`src/rtl/mem_bus_pkg.sv`:
```
// Shared types and sizes for the memory/IO bus sequencer.
// Holds the one-hot bus cycle states, the bus widths and the latched-request record.
package mem_bus_pkg;

    localparam int ADDR_W           = 20;
    localparam int DATA_W           = 8;
    localparam int WAIT_W           = 4;
    localparam int MAX_WAIT_DEFAULT = 15;

    typedef enum logic [4:0] {
        IDLE = 5'b00001,
        T1   = 5'b00010,
        T2   = 5'b00100,
        T3   = 5'b01000,
        T4   = 5'b10000
    } bus_state_t;

    // Everything captured from the winning requester at grant time
    typedef struct packed {
        logic [ADDR_W-1:0] addr;
        logic              we;
        logic              iom;
        logic [DATA_W-1:0] wdata;
    } bus_req_t;

endpackage

```
`src/rtl/rr_arbiter2.sv`:
```
// Two-requester round-robin arbiter with a one-hot grant.
// The pointer names the favoured requester and moves past the winner whenever a grant is taken.
module rr_arbiter2 (
    input  logic       CLK,
    input  logic       RESET,
    input  logic [1:0] req,
    input  logic       enable,
    output logic [1:0] grant
);

    logic ptr;

    always_comb begin
        grant = 2'b00;
        case (req)
            2'b01:   grant = 2'b01;
            2'b10:   grant = 2'b10;
            2'b11:   grant = ptr ? 2'b10 : 2'b01;
            default: grant = 2'b00;
        endcase
    end

    // After serving requester 0 favour 1, and vice versa
    always_ff @(posedge CLK) begin
        if (RESET) begin
            ptr <= 1'b0;
        end else if (enable && (grant != 2'b00)) begin
            ptr <= grant[0];
        end
    end

endmodule

```
`src/rtl/mem_bus_sequencer.sv`:
```
// Two-master bus sequencer running classic T1..T4 memory/IO cycles.
// READY stretches T3 with wait states; the cycle is aborted once the wait budget runs out.
module mem_bus_sequencer
    import mem_bus_pkg::*;
#(
    parameter int MAX_WAIT = MAX_WAIT_DEFAULT
) (
    input  logic              CLK,
    input  logic              RESET,
    input  logic [1:0]        req,
    input  logic [ADDR_W-1:0] req_addr0,
    input  logic [ADDR_W-1:0] req_addr1,
    input  logic [1:0]        req_we,
    input  logic [1:0]        req_iom,
    input  logic [DATA_W-1:0] req_wdata0,
    input  logic [DATA_W-1:0] req_wdata1,
    input  logic              READY,
    input  logic [DATA_W-1:0] Data_in,
    output logic              ALE,
    output logic              RD,
    output logic              WR,
    output logic              IOM,
    output logic [ADDR_W-1:0] Address,
    output logic [DATA_W-1:0] Data_out,
    output logic              Data_oe,
    output logic [1:0]        ack,
    output logic [1:0]        err,
    output logic [DATA_W-1:0] rdata
);

    localparam logic [WAIT_W-1:0] WAIT_LIMIT = WAIT_W'(MAX_WAIT);

    bus_state_t        state;
    bus_state_t        next_state;
    bus_req_t          cur;
    logic              gnt_idx;
    logic [WAIT_W-1:0] wait_cnt;
    logic              abort_q;

    logic [1:0]        arb_grant;
    logic              arb_en;
    logic              wait_inc;
    logic              abort_set;
    logic              rdata_load;
    logic              strobe_phase;
    logic              data_phase;

    rr_arbiter2 u_arb (
        .CLK    (CLK),
        .RESET  (RESET),
        .req    (req),
        .enable (arb_en),
        .grant  (arb_grant)
    );

    // Next-state logic; T3 either completes on READY or burns one wait state
    always_comb begin
        next_state = state;
        arb_en     = 1'b0;
        wait_inc   = 1'b0;
        abort_set  = 1'b0;
        rdata_load = 1'b0;
        case (state)
            IDLE: begin
                if (req != 2'b00) begin
                    arb_en     = 1'b1;
                    next_state = T1;
                end
            end
            T1: next_state = T2;
            T2: next_state = T3;
            T3: begin
                if (READY) begin
                    rdata_load = ~cur.we;
                    next_state = T4;
                end else if (wait_cnt >= WAIT_LIMIT) begin
                    abort_set  = 1'b1;
                    next_state = T4;
                end else begin
                    wait_inc = 1'b1;
                end
            end
            T4:      next_state = IDLE;
            default: next_state = IDLE;
        endcase
    end

    // Bus strobes and completion pulses are decoded straight from the state register
    always_comb begin
        strobe_phase = (state == T2) || (state == T3);
        data_phase   = strobe_phase || (state == T4);
        ALE          = (state == T1);
        RD           = ~(strobe_phase && ~cur.we);
        WR           = ~(strobe_phase && cur.we);
        Data_oe      = data_phase && cur.we;
        IOM          = cur.iom;
        Address      = cur.addr;
        Data_out     = cur.wdata;
        ack          = 2'b00;
        err          = 2'b00;
        if (state == T4) begin
            if (abort_q) begin
                err = gnt_idx ? 2'b10 : 2'b01;
            end else begin
                ack = gnt_idx ? 2'b10 : 2'b01;
            end
        end
    end

    // Cycle bookkeeping; the latched request stays put between cycles so Address holds
    always_ff @(posedge CLK) begin
        if (RESET) begin
            state    <= IDLE;
            cur      <= '0;
            gnt_idx  <= 1'b0;
            wait_cnt <= '0;
            abort_q  <= 1'b0;
            rdata    <= '0;
        end else begin
            state <= next_state;
            if (arb_en) begin
                gnt_idx  <= arb_grant[1];
                wait_cnt <= '0;
                abort_q  <= 1'b0;
                if (arb_grant[0]) begin
                    cur <= '{addr: req_addr0, we: req_we[0], iom: req_iom[0], wdata: req_wdata0};
                end else begin
                    cur <= '{addr: req_addr1, we: req_we[1], iom: req_iom[1], wdata: req_wdata1};
                end
            end else if (wait_inc && (wait_cnt != {WAIT_W{1'b1}})) begin
                wait_cnt <= wait_cnt + 1'b1;
            end
            if (abort_set) begin
                abort_q <= 1'b1;
            end
            if (rdata_load) begin
                rdata <= Data_in;
            end
        end
    end

endmodule

```
`config.mk`:
```
export PLATFORM = sky130hd
export DESIGN_NAME = mem_bus_sequencer
export DESIGN_NICKNAME = d
export VERILOG_FILES = /design/src/rtl/mem_bus_pkg.sv /design/src/rtl/rr_arbiter2.sv /design/src/rtl/mem_bus_sequencer.sv
export SDC_FILE = /design/constraint.sdc
export NUM_CORES = 1
export LEC_CHECK = 0
export ABC_AREA = 1
export BUFFER_PORTS_ARGS = -buffer_cell sky130_fd_sc_hd__buf_4
export CAP_MARGIN = 20
export CORE_MARGIN = 2
export CORE_UTILIZATION = 50
export CTS_CLUSTER_DIAMETER = 120
export DETAILED_ROUTE_END_ITERATION = 8
export HOLD_SLACK_MARGIN = 0.1
export PLACE_DENSITY = 0.85
export SETUP_SLACK_MARGIN = 0.02
export SYNTH_ARGS = -nofsm -noshare
export SYNTH_HDL_FRONTEND = slang
export SYNTH_SLANG_ARGS = --single-unit
```
`constraint.sdc`:
```
create_clock -name CLK -period 2.6 [get_ports CLK]
set_input_delay 0.13 -clock CLK [delete_from_list [all_inputs] [get_ports CLK]]
set_output_delay 0.13 -clock CLK [all_outputs]
set_load 0.03 [all_outputs]
```
==> results of run 1 <==
[tightest hold or removal path: cells and delay by family]
kind	cells	cell delay (ps)
buffers and inverters	1	70
AO/OA/AOI/OAI	1	70
AND/OR/NAND/NOR	1	80
[cell type report]
cell class	count	area, um2
Clock inverter	1	5.00
Inverter	16	60.1
Multi-Input combinational cell	271	1200
Fill cell	460	1660
Sequential cell	50	1000
Tap cell	70	87.6
Clock buffer	7	86.3
Timing Repair Buffer	124	946
[worst paths after layout]
kind / start / end / slack [ps] / cells after the start
min: Data_in[6] / rdata[6]$_SDFFE_PP0P_ / 100 / 3
max: state[2]$_SDFFE_PP0P_ / abort_q$_SDFFE_PP0P_ / 730 / 4
max reg2reg: state[2]$_SDFFE_PP0P_ / abort_q$_SDFFE_PP0P_ / 730 / 4
min reg2reg: Address[17]$_SDFFE_PP0P_ / Address[17]$_SDFFE_PP0P_ / 470 / 2
[cell families (layout without fill, tap and decap cells)]
logic type / Yosys count / count (layout)
flops: 50 / 50
compound gates: 49 / 49
simple gates: 220 / 220
fa+ha+maj: 1 / 1
buf+inv: 61 / 148
xor+xnor: 1 / 1
[layer usage]
layer,vias up,track usage
met5,-,0
met4,0,0.0799
met3,13,0.0476
met2,71,0.413
met1,1139,0.241
li1,1337,-
[registers in the layout, summed over array words and instances (netlist names)]
signal and cells:
wait_cnt 4, rdata 8, gnt_idx 1, state 5, IOM 1, u_arb.ptr 1
Data_out 8, Address 20, cur 1, abort_q 1
[through the flow]
step | total power [mW] | hold slack, ps | area, um2 | worst slack [ps] | instances
after floorplan | 1.30 | 294 | 2570 | 992 | 382
after global placement | 1.41 | 379 | 3230 | 776 | 525
after detailed placement | 1.42 | 388 | 3230 | 690 | 525
after CTS | 1.88 | 102 | 3390 | 697 | 539
after global routing | 1.96 | 113 | 3390 | 527 | 539
final | 1.86 | 100 | 3390 | 729 | 539
[where the power goes]
group | leakage (nW) | internal [mW] | switching (mW) | total [mW]
combinational | 1.25 | 0.217 | 0.327 | 0.545
sequential | 0.408 | 0.827 | 0.0378 | 0.865
clock | 0.0482 | 0.215 | 0.239 | 0.454
total | 1.71 | 1.26 | 0.604 | 1.86
[cells in the mapped netlist (3+ instances only)]
master | n | area share
nand2_1 | 171 | 0.25
dfxtp_1 | 50 | 0.39
a21oi_1 | 37 | 0.072
buf_4 | 28 | 0.082
nor2_1 | 22 | 0.032
inv_1 | 13 | 0.019
o21ai_0 | 11 | 0.021
buf_2 | 10 | 0.019
nand3_1 | 8 | 0.016
nor3_1 | 5 | 0.0097
buf_6 | 3 | 0.013
inv_2 | 3 | 0.0044
nand4_1 | 3 | 0.0073
nor2_4 | 3 | 0.013
==> flow_metrics.tcl, run 1 <==
set metrics [dict create \
    cp_num_buf_inv 0 \
    status "finished, final reports clean" \
    synth_compound_area_frac 0.0964 \
    synthArstFlopShare 0 \
    portBuffers 117 \
    core_um2 5040 \
    dieArea_um2 5730 \
    synthSimpleGateAreaFrac 0.362 \
    worstSetupStartpointType "register" \
    wl_mm 6.06 \
    power_density_nw_per_um2 550 \
    crit_required_ps 2780 \
    antenna_found_initial 0 \
    ctsHoldBuffers 6 \
    cts_tree "built" \
    final-max-slew-violation-count 0 \
    leakagePower_nw 1.71 \
    synth.avg_cell_area_um2 6.73 \
    initial_utilization 0.510 \
    antenna_cells 0 \
    via_per_inst 4.75 \
    synthMuxAreaShare 0 \
    overflow 0 \
    vias 2560 \
    root_buffer "clkbuf_8" \
    drt_iter0_drc 96 \
    rsz0062_at_grt "false" \
    yosysUniqueCellTypes 25 \
    worstPathMaxFanout 34 \
    synth_area_um2 2570 \
    final_common_cell "nand2_1" \
    dp_hpwl_mm 4.46 \
    hold_path_class "primary input to register" \
    utilization 0.671 \
    synth.ff_latch_count 50 \
    syn_nets 456 \
    cts_sinks 50 \
    tns_ps 0 \
    nets 542 \
    die_h_um 75.7 \
    finalHoldViolCount 0 \
    cp-end-kind "register" \
    layout-drive-gt1-share 0.294 \
    maxCapViolations 0 \
    route.met3.wl_um 283 \
    synthAdderAreaFrac 0.00487 \
    max_stage_delay_ps 700 \
    ios 118 \
    synth_top_family_by_area "simple AND/OR/NAND/NOR gates" \
    cts_buffers 5 \
    grt_pass1_wl_mm 9.82 \
    yosys_warnings 0 \
    rows 26 \
    yosys_most_used_dff "dfxtp_1" \
    slowest_stage "nand4_2" \
    met2_length_mm 3.21 \
    postRouteAntennaNets 0 \
    worstPathArrival_ps 2050 \
    path_clk_slew_ps 90 \
    wl_per_cell_um 11.2 \
    postCtsSetupBuffers 0 \
    fin_crit_ps 1870 \
    gp_congestion 0.793 \
    ys_seq_area_frac 0.389 \
    clock_path_buffers 2 \
    criticalPathCategory "register to register" \
    grt_pass1_vias 2359 \
    h-tree-depth 2 \
    cts_resized 0 \
    met1_length_mm 2.41 \
    finClkSkew_ps 6.24 \
    top_layer "met4" \
    crit_chain "nor2_4 > nand4_2 > nand2_1 > o21ai_0" \
    synth_xor_area_frac 0.00341 \
    grt_use_total 0.220 \
    die_x_um 75.7 \
    path_delay_family "simple AND/OR/NAND/NOR gates" \
    synth_edf_count 0 \
    clk_latency_ps 300 \
    max_slew_margin 0.420 \
    dr.pass1.iters 4 \
    drcViolationCount 0 \
    timing.final.crit_share 0.720 \
    final_cell_mix "171 x nand2_1, 118 x buf_4, 50 x dfxtp_1" \
    setup_viol 0 \
    clock.fmax_ghz 0.534 \
    area_growth_syn_to_layout_pct 31.7 \
    synth_cells 382 \
    grt_max_degree 38 \
    tightest_slew_ps 868 \
    peakVddDrop_mv 0.425 \
]
Power figures use the tool's default switching activity.
==> run 2: changes to the inputs <==
- CORE_UTILIZATION: 50 -> 47
- PLACE_DENSITY: 0.85 -> 0.8
- clock period: 2.6 -> 1.8 ns (I/O delays scaled with it)
==> flow_metrics.tcl, run 2 (same netlist as run 1, synthesis figures left out) <==
set metrics [dict create \
    dr.pass1.iters 4 \
    crit_chain "nor2_4 > nand2_2 > nor2_8 > inv_2 > nand2_2 > nand2_1 > o21ai_0 > buf_4" \
    cts_buffers 5 \
    grt_use_total 0.217 \
    gr-usage-met1 0.230 \
    cp-end-kind "output pin" \
    finalHoldViolCount 0 \
    wl_mm 6.40 \
    antenna_cells 0 \
    postRouteAntennaNets 0 \
    p_total_mw 2.69 \
    layout-drive-gt1-share 0.305 \
    maxCapViolations 0 \
    portBuffers 117 \
    dp_hpwl_mm 4.54 \
    drt_iter0_drc 113 \
    grt_pass1_wl_mm 10.6 \
    hold_path_class "primary input to register" \
    power_density_nw_per_um2 776 \
    via_per_inst 4.78 \
    slowest_stage "dfxtp_1" \
    path_clk_slew_ps 90 \
    finClkSkew_ps 6.43 \
    clock_path_buffers 2 \
    min_path_cells 5 \
    drcViolationCount 0 \
    ios 118 \
    rr_worst_depth 7 \
    grt_max_degree 38 \
    crit_path_frequent_cell "nand2_2" \
    grt.met2_usage 0.395 \
    gp_congestion 0.793 \
    antenna_found_initial 0 \
    final_common_cell "nand2_1" \
    core_um2 5200 \
    worstPathMaxFanout 7 \
    root_buffer "clkbuf_8" \
    final-max-slew-violation-count 0 \
    die_x_um 77.9 \
    num-fill-cells 476 \
    die_h_um 77.9 \
    clk_latency_ps 300 \
    wl_per_cell_um 11.7 \
    fin_ws_ps 79.0 \
    worstPathArrival_ps 1630 \
    initial_utilization 0.494 \
    criticalPathCategory "register to output pin" \
    nets 550 \
    multi_input_area_um2 1210 \
    rows 26 \
    timing.final.crit_share 0.956 \
    vias 2611 \
    tightest_slew_ps 404 \
    clock.fmax_ghz 0.581 \
    regArea_um2 1000 \
    utilization 0.666 \
    max_stage_delay_ps 360 \
    grt_pass1_vias 2484 \
    final_cell_mix "170 x nand2_1, 122 x buf_4, 48 x dfxtp_1" \
    fin_crit_ps 1720 \
    h-tree-depth 2 \
    dieArea_um2 6080 \
    tns_ps 0 \
    grt-busiest-layer "met2" \
    max_slew_margin 0.731 \
    overflow 0 \
    worstSetupStartpointType "register" \
    setup_viol 0 \
    status "finished, final reports clean" \
    peakVddDrop_mv 0.529 \
    area_growth_syn_to_layout_pct 34.8 \
    largest_reg_flops 20 \
    met3_usage 0.0651 \
    crit_required_ps 1710 \
    cts_sinks 50 \
    cts_tree "built" \
    timing.hold.ws_ps 128 \
    leakagePower_nw 1.74 \
    dp_worst_setup_slack_ps 436 \
]
-- run 2: cell count changes in the layout (fill, tap and decap cells not counted), sizes merged --
cell / before / now
buf: 118 / 123
dlygate4sd3: 6 / 9
clkinv: 1 / 0
clkinvlp: 0 / 1
clkbuf: 7 / 6
-- run 2: path summary, 6_finish.rpt --
| path | startpoint | end | slack, ps |
|---|---|---|---|
| min reg2reg | Address[5]$_SDFFE_PP0P_ | Address[5]$_SDFFE_PP0P_ | 470 |
| max reg2reg | state[0]$_SDFFE_PP1P_ | Data_out[3]$_SDFFE_PP0P_ | 370 |
| max | state[0]$_SDFFE_PP1P_ | Data_oe | 80 |
| min | req_addr0[8] | Address[8]$_SDFFE_PP0P_ | 130 |
-- run 2: what timing repair did --
action / CTS / global route
buffers inserted: 0 / 2
setup endpoints to repair: 0 / 1
resized for setup: 0 / 4
endpoints found under the hold margin: 9 / 0
hold buffers: 9 / 0
-- run 2: layer usage --
layer	share of wire	wire [um]	vias up
met5	0	0	-
met4	0.027	174	0
met3	0.062	398	18
met2	0.52	3330	86
met1	0.39	2490	1159
li1	-	-	1348
-- run 2: power by group --
part / internal [mW] / switching [mW]
combinational: 0.335 / 0.485
clock: 0.267 / 0.351
sequential: 1.20 / 0.0543
-- run 2: final cells by class --
class                      count  area share
clock inverter                 1     0.00217
timing repair buffer         132       0.296
multi-input combinational    271       0.349
clock buffer                   6      0.0209
sequential                    50       0.290
tap                           70      0.0253
inverter                      16      0.0173
-- run 2: critical path: cells and delay by family, from the launching register on --
| family | cells | cell delay, ps |
|---|---|---|
| AOI/OAI and AO/OA | 1 | 110 |
| buffers and inverters | 2 | 300 |
| and+or+nand+nor | 5 | 570 |
| DFF | 1 | 360 |
-- run 2: through the flow --
stage | instance area [um2] | cells
5_1_grt | 3460 | 546
2_1_floorplan | 2570 | 382
6_report | 3460 | 546
4_1_cts | 3440 | 544
3_3_place_gp | 3270 | 528
3_5_place_dp | 3270 | 528
==> run 3: changes to the inputs <==
- CELL_PAD_IN_SITES_DETAIL_PLACEMENT: not set -> 0
- CELL_PAD_IN_SITES_GLOBAL_PLACEMENT: not set -> 2
- CORE_UTILIZATION: 47 -> 23
- PLACE_DENSITY: 0.8 -> 0.78
==> flow_metrics.tcl, run 3 (same netlist as run 1, synthesis figures left out) <==
set metrics [dict create \
    wl_mm 7.19 \
    rows 38 \
    die_h_um 110 \
    initial_utilization 0.236 \
    reg2reg_slack_ps 320 \
    dr.pass1.iters 4 \
    largest_reg_flops 20 \
    clockPowerShare 0.246 \
    core_um2 10900 \
    vias 2543 \
    overflow 0 \
    tns_ps 0 \
    multi_input_area_um2 1200 \
    worstPathMaxFanout 4 \
    cp-end-kind "output pin" \
    slowest_stage "dfxtp_1" \
    utilization 0.330 \
    postRouteAntennaNets 0 \
    ios 118 \
    final_cell_mix "171 x nand2_1, 127 x buf_4, 50 x dfxtp_1" \
    nets 555 \
    rr_worst_depth 7 \
    timing.hold.ws_ps 130 \
    power.switching_uw 930 \
    finalHoldViolCount 0 \
    maxCapViolations 0 \
    min_path_cells 5 \
    finClkSkew_ps 4.46 \
    setup_viol 0 \
    combinationalPowerShare 0.307 \
    grt_pass1_wl_mm 11.7 \
    grt_max_degree 37 \
    drcViolationCount 0 \
    grt_pass1_vias 2532 \
    cts_tree "built" \
    tightest_slew_ps 399 \
    clock_path_buffers 2 \
    via_per_inst 4.09 \
    num-fill-cells 1235 \
    drt_iter0_drc 84 \
    die_x_um 110 \
    criticalPathCategory "register to output pin" \
    cts_buffers 5 \
    worstSetupStartpointType "register" \
    layout-drive-gt1-share 0.307 \
    dieArea_um2 12000 \
    whs_endpoint "Data_out[1]$_SDFFE_PP0P_" \
    crit_chain "nor2_4 > nand2_2 > nor2_8 > inv_2 > nand2_1 > nand2_1 > o21ai_0 > buf_4" \
    antenna_cells 0 \
    path_clk_slew_ps 90 \
    power_density_nw_per_um2 776 \
    status "finished, final reports clean" \
    r2r_end "Data_out[4]$_SDFFE_PP0P_" \
    cp_num_buf_inv 2 \
    peakVddDrop_mv 0.326 \
    leakagePower_nw 1.78 \
    timing.final.crit_share 0.910 \
    hold_path_class "primary input to register" \
    final_common_cell "nand2_1" \
    regArea_um2 1000 \
    area_growth_syn_to_layout_pct 39.9 \
    root_buffer "clkbuf_8" \
    clock.fmax_ghz 0.611 \
    grt_use_total 0.123 \
    holdCritStartpoint "req_wdata0[1]" \
    wl_per_cell_um 11.6 \
    final-max-slew-violation-count 0 \
    h-tree-depth 2 \
    reg2reg_from "state[0]$_SDFFE_PP1P_" \
    clk_latency_ps 300 \
    rsz0062_at_grt "false" \
    fin_crit_ps 1640 \
    internal_power_mw 1.86 \
    crit_path_frequent_cell "nand2_1" \
    max_stage_delay_ps 370 \
    max_slew_margin 0.734 \
    path_delay_family "simple AND/OR/NAND/NOR gates" \
    gp_congestion 0.715 \
    switching_share 0.333 \
    dp_hpwl_mm 5.41 \
    pwr-share-seq 0.448 \
    crit_required_ps 1710 \
    worstPathArrival_ps 1550 \
    cts_sinks 50 \
    antenna_found_initial 0 \
    portBuffers 117 \
]
==> run 3: worst register-to-register path: stages (launching register included) <==
cell	delay, ps
dfxtp_1	390
inv_2	70
nor2_4	110
nand3_2	120
nor2_4	270
buf_4	260
nand2_1	70
a21oi_1	120
==> run 3: worst max path at each step <==
stage,start,endpoint,slack (ps),cells after the start
floorplan,state[1]$_SDFFE_PP0P_,Data_oe,230,7
global placement,state[2]$_SDFFE_PP0P_,Data_out[4]$_SDFFE_PP0P_,370,6
detailed placement,state[0]$_SDFFE_PP1P_,Data_out[3]$_SDFFE_PP0P_,330,7
CTS,state[4]$_SDFFE_PP0P_,Data_oe,60,8
global route,state[1]$_SDFFE_PP0P_,Data_oe,30,8
finish,state[1]$_SDFFE_PP0P_,Data_oe,160,8
==> run 3: metrics by stage <==
stage | cells | total power, mW | worst slack (ps) | cell area, um2
floorplan | 382 | 1.88 | 232 | 2570
global placement | 603 | 2.13 | 371 | 3390
detailed placement | 603 | 2.13 | 330 | 3390
CTS | 620 | 2.85 | 63.7 | 3580
global route | 622 | 2.98 | 31.0 | 3600
finish | 622 | 2.79 | 163 | 3600
==> run 3: area by class of cell <==
cell class | count | area share
multi-input combinational | 271 | 0.335
timing repair buffer | 137 | 0.296
sequential | 50 | 0.278
tap | 140 | 0.0487
clock buffer | 7 | 0.0240
inverter | 16 | 0.0167
clock inverter | 1 | 0.00139
==> run 3: repair_timing <==
| item | 4_1_cts | 5_1_grt |
|---|---|---|
| resized for setup | 0 | 1 |
| endpoints found under the setup margin | 0 | 1 |
| hold endpoints to repair | 9 | 0 |
| hold buffers | 9 | 0 |
| setup buffers | 0 | 2 |
==> run 3: routing by layer <==
layer  GRT usage  vias to the layer above  wire (um)
met5           0                        -          0
met2       0.213                       62       3510
met1       0.153                     1113       3150
met4      0.0289                        0         76
met3      0.0338                        5        448
li1            -                     1363          -
==> run 3: power by group through the flow <==
stage          Combinational [mW]  Sequential (mW)  Clock [mW]
6_report                    0.856             1.25       0.685
2_1_floorplan               0.612             1.27           0
3_5_place_dp                0.859             1.27           0
3_3_place_gp                0.854             1.27           0
5_1_grt                     0.950             1.26       0.768
4_1_cts                     0.876             1.25       0.721
